### src/rtl/sort_pkg.sv
// rtl/sort_pkg.sv - shared sort constants and the pad-value helper
package sort_pkg;

    localparam int PAD_MAX_WIDTH = 64;

    function automatic int lane_counter_width(input int log_input);
        return log_input;
    endfunction

    // Pad sorts to the tail: type maximum for ascending order, type minimum for descending.
    function automatic logic [PAD_MAX_WIDTH-1:0] pad_value(input int data_width,
                                                           input bit is_signed,
                                                           input bit ascending);
        logic [PAD_MAX_WIDTH-1:0] v;
        v = '0;
        for (int i = 0; i < PAD_MAX_WIDTH; i++) begin
            if (i < data_width) v[i] = ascending;
        end
        if (is_signed && data_width > 0 && data_width <= PAD_MAX_WIDTH) begin
            v[data_width-1] = ~ascending;
        end
        return v;
    endfunction

endpackage

### src/rtl/sort_input_collector.sv
// rtl/sort_input_collector.sv - gathers a stream into N-element blocks for the sorter
// Optional early block close with padding on in_last: SORT_COLLECT_PAD_EN.
module sort_input_collector
    import sort_pkg::*;
#(
    parameter int LOG_INPUT  = 4,
    parameter int DATA_WIDTH = 8,
    parameter int SIGNED     = 0,
    parameter int ASCENDING  = 1
) (
    input  logic                                  clk,
    input  logic                                  rst,
    input  logic                                  in_valid,
    input  logic [DATA_WIDTH-1:0]                 in_data,
    input  logic                                  in_last,
    output logic [DATA_WIDTH*(2**LOG_INPUT)-1:0]  x,
    output logic                                  x_valid,
    output logic [LOG_INPUT:0]                    x_count
);

    localparam int N  = 2 ** LOG_INPUT;
    localparam int CW = lane_counter_width(LOG_INPUT);
    localparam logic [PAD_MAX_WIDTH-1:0] PAD_WIDE = pad_value(DATA_WIDTH, SIGNED != 0, ASCENDING != 0);
    localparam logic [DATA_WIDTH-1:0]    PAD      = PAD_WIDE[DATA_WIDTH-1:0];

`ifdef SORT_COLLECT_PAD_EN
    localparam bit PAD_EN = 1'b1;
`else
    localparam bit PAD_EN = 1'b0;
`endif

    logic [CW-1:0]              lane;
    logic [DATA_WIDTH*N-1:0]    fill;
    logic [DATA_WIDTH*N-1:0]    block;
    logic                       at_end;
    logic                       close_early;
    logic                       emit;

    assign at_end      = (lane == CW'(N - 1));
    assign close_early = PAD_EN && in_last;
    assign emit        = in_valid && (at_end || close_early);

    // The block as it would look with the current element merged in.
    always_comb begin
        block = fill;
        for (int i = 0; i < N; i++) begin
            if (i == int'(lane)) begin
                block[DATA_WIDTH*i +: DATA_WIDTH] = in_data;
            end else if (close_early && i > int'(lane)) begin
                block[DATA_WIDTH*i +: DATA_WIDTH] = PAD;
            end
        end
    end

    always_ff @(posedge clk or posedge rst) begin
        if (rst) begin
            lane    <= '0;
            fill    <= '0;
            x       <= '0;
            x_count <= '0;
            x_valid <= 1'b0;
        end else begin
            x_valid <= 1'b0;
            if (in_valid) begin
                if (emit) begin
                    x       <= block;
                    x_count <= (LOG_INPUT+1)'(lane) + (LOG_INPUT+1)'(1);
                    x_valid <= 1'b1;
                    lane    <= '0;
                    fill    <= '0;
                end else begin
                    fill <= block;
                    lane <= lane + 1'b1;
                end
            end
        end
    end

endmodule

### config.mk
export PLATFORM = sky130hd
export DESIGN_NAME = sort_input_collector
export DESIGN_NICKNAME = d
export VERILOG_FILES = /design/src/rtl/sort_pkg.sv /design/src/rtl/sort_input_collector.sv
export SDC_FILE = /design/constraint.sdc
export NUM_CORES = 1
export LEC_CHECK = 0
export BUFFER_PORTS_ARGS = -buffer_cell sky130_fd_sc_hd__buf_2
export CAP_MARGIN = 25
export CORE_ASPECT_RATIO = 0.75
export CORE_MARGIN = 3
export CORE_UTILIZATION = 51
export DETAILED_ROUTE_END_ITERATION = 12
export GPL_ROUTABILITY_DRIVEN = 0
export GPL_TIMING_DRIVEN = 0
export HOLD_SLACK_MARGIN = 0.02
export MAX_ROUTING_LAYER = met4
export PLACE_DENSITY = 0.75
export RECOVER_POWER = 25
export SYNTH_ARGS = -nofsm -noshare
export SYNTH_HDL_FRONTEND = slang
export SYNTH_SLANG_ARGS = --single-unit
### constraint.sdc
create_clock -name clk -period 8.5 [get_ports clk]
set_input_delay 0.85 -clock clk [delete_from_list [all_inputs] [get_ports clk]]
set_output_delay 0.85 -clock clk [all_outputs]
set_load 0.1 [all_outputs]
==> results.json <==
{
  "end_kind": "flop",
  "drc": 0,
  "reg2reg_depth": 6,
  "port_buffers": 143,
  "htreeDepth": 1,
  "route.vias.total": 7754,
  "cts.sinks": 258,
  "routed_wl_um": 26000,
  "met1_length_um": 12300,
  "cts_tree": "yes",
  "critPathMaxFanout": 10,
  "area_growth_syn_to_layout_pct": 19.2,
  "wl_met3_um": 2210,
  "cts_buffers": 24,
  "post_cts_buffers": 0,
  "timing.max_cap.violations": 0,
  "rsz0062_at_grt": "false",
  "ys_ff_latch": 258,
  "ioPinCount": 146,
  "start_util": 0.532,
  "timing.final.ws_setup_ns": 6.02,
  "rows": 43,
  "cp-start-kind": "flop",
  "wl_per_cell_um": 18.2,
  "drt-initial-drc-count": 869,
  "cts_resized": 0,
  "grt_max_degree": 132,
  "dieHeight_um": 128,
  "antenna_cells": 0,
  "grt_pass1_vias": 7483,
  "die-width_um": 168,
  "min_period_ns": 2.48,
  "setup_violations": 0,
  "drive_above_1_share": 0.192,
  "crit_path_max_incr_delay_ns": 0.67,
  "yosys.area.top_type": "dfrtp_1",
  "synthDistinctLibCells": 32,
  "synth_top_area_frac": 0.641,
  "post-route-util": 0.634,
  "dr_wl_met2_um": 11000,
  "fmax_ghz": 0.403,
  "viasPerCell": 5.42,
  "required_ns": 8.95,
  "crit_arrival_ns": 2.93,
  "clock_tree.root_cell": "clkbuf_16",
  "crit_family": "buffers and inverters",
  "drtAntennaViolNets": 0,
  "worstReg2RegStart": "lane[0]$_DFFE_PP0P_",
  "grt_pass1_wl_um": 41200,
  "setup_tns_ns": 0,
  "path_class": "reg2reg",
  "ys_seq_area_frac": 0.641,
  "drt_first_pass_iters": 5,
  "synth_area_mm2": 0.0101,
  "fin_nets": 1183,
  "antenna_found_initial": 0,
  "worstHoldEndpoint": "x[39]$_DFFE_PP0P_",
  "cts-hold-fix-buffers": 0,
  "reg2reg_slack_ns": 6.02,
  "syn_inst": 995,
  "hold_class": "reg2reg",
  "status": "finished, final reports clean",
  "ys_warn_count": 0,
  "preCtsSetupSlack_ns": 5.93,
  "hold_depth": 2,
  "synth_area_per_cell_um2": 10.1,
  "crit_slowest_cell": "clkbuf_1",
  "clock_skew_ns": 0.0125,
  "syn_nets": 1013,
  "slew_violations": 0,
  "detailed_place_hpwl_um": 16900,
  "cts.path.max_buffers": 3,
  "hold_start": "x[39]$_DFFE_PP0P_",
  "regToRegEndpoint": "x[3]$_DFFE_PP0P_",
  "top_layer_used": "met4",
  "grt_usage": 0.248,
  "crit_buf_inv": 2,
  "synth_area_leaders": "dfrtp_1 (64%), nand2_1 (15%), o2bb2ai_1 (4.9%), a21oi_1 (2.4%), o21ai_0 (2.2%)",
  "crit_chain": "ha_1 > nand4_1 > clkbuf_1 > buf_1 > nand2_1 > nand2_1",
  "hold_violations": 0,
  "slew_headroom": 0.406,
  "core-area_mm2": 0.0189,
  "crit_path_frequent_cell": "nand2_1",
  "clk_pin_slew_ns": 0.06,
  "tightest_slew_ns": 0.891,
  "timing.final.crit_share": 0.292,
  "grt_overflow": 0,
  "dieArea_mm2": 0.0215,
  "worstSkewPairLatency_ns": 0.52
}
[area by class of cell]
cell class,count,area (um2)
clock buffers,32,702
well taps,247,309
clock inverters,12,189
inverters,4,22.5
repair buffers,144,742
plain buffers,61,284
multi-input cells,672,3310
fillers,1573,6930
flip-flops and latches,258,6460
[kinds of logic (layout without fill, tap and decap cells)]
family | after synthesis | after routing | synth area share
AND/OR/NAND/NOR | 473 | 473 | 0.190
XOR/XNOR | 1 | 1 | 0.000869
buffers and inverters | 65 | 253 | 0.0299
adder cells (fa/ha/maj) | 6 | 6 | 0.00745
AO/OA/AOI/OAI | 192 | 192 | 0.131
flip-flops | 258 | 258 | 0.641
[registers in the layout, summed over array words and instances (netlist names)]
| name | flops |
|---|---|
| x_count | 5 |
| x | 128 |
| x_valid | 1 |
| fill | 120 |
| lane | 4 |
[synth_stat cells, drive strengths merged]
| library cell | n |
|---|---|
| nor2 | 28 |
| a21oi | 49 |
| xnor2 | 1 |
| o41ai | 1 |
| nand2b | 17 |
| o2bb2ai | 56 |
| buf | 38 |
| clkbuf | 23 |
| or2 | 1 |
| nand4 | 1 |
| and3 | 3 |
| a31oi | 1 |
| and3b | 1 |
| nor4bb | 3 |
| o21ai | 50 |
| nor2b | 8 |
| dfrtp | 258 |
| o2111ai | 3 |
| a22oi | 8 |
| nand3 | 7 |
| inv | 4 |
| and2 | 5 |
| a22o | 24 |
| ha | 6 |
| nand2 | 399 |
[metal layers]
| layer | global-route usage | vias up |
|---|---|---|
| li1 | - | 3619 |
| met1 | 0.381 | 3778 |
| met2 | 0.353 | 315 |
| met3 | 0.0425 | 42 |
| met4 | 0.0486 | 0 |
| met5 | - | - |
[worst max path at each step]
stage	startpoint	endpoint	slack (ns)	depth (start not counted)
after floorplan	rst	fill[0]$_DFFE_PP0P_	0.55	1
after global placement	rst	x[1]$_DFFE_PP0P_	-2.08	2
after detailed placement	in_data[1]	fill[113]$_DFFE_PP0P_	5.93	4
after CTS	x[112]$_DFFE_PP0P_	x[112]	6.28	1
after global routing	lane[0]$_DFFE_PP0P_	x[29]$_DFFE_PP0P_	5.88	6
final	lane[0]$_DFFE_PP0P_	x[3]$_DFFE_PP0P_	6.02	6
[tightest hold or removal path, stage by stage (launching register included)]
cell     delay, ns
dfrtp_1       0.34
nand2_1       0.05
nand2_1       0.05
[metrics by stage]
| step | instance area [um2] | hold WS [ns] | instances |
|---|---|---|---|
| floorplan | 10100 | 0.439 | 995 |
| global placement | 11100 | 0.447 | 1385 |
| detailed placement | 11100 | 0.447 | 1386 |
| CTS | 12000 | 0.466 | 1430 |
| global route | 12000 | 0.480 | 1430 |
| finish | 12000 | 0.460 | 1430 |
[cell usage in the layout (no fill, tap or decap), drive strengths merged, types with 3 or more instances in the layout]
cell and n:
o21ai 50, nor2b 8, o2111ai 3, dfrtp 258, nand3 7, nor4bb 3
nand2b 17, clkbuf 58, a22oi 8, nand2 399, clkinv 6, buf 179
a22o 24, inv 5, o2bb2ai 56, and3 3, ha 6, a21oi 49
bufinv 5, nor2 28, and2 5
Power is not shown: default switching activity piles up to over one toggle a cycle in this logic, so the estimate is an artifact.
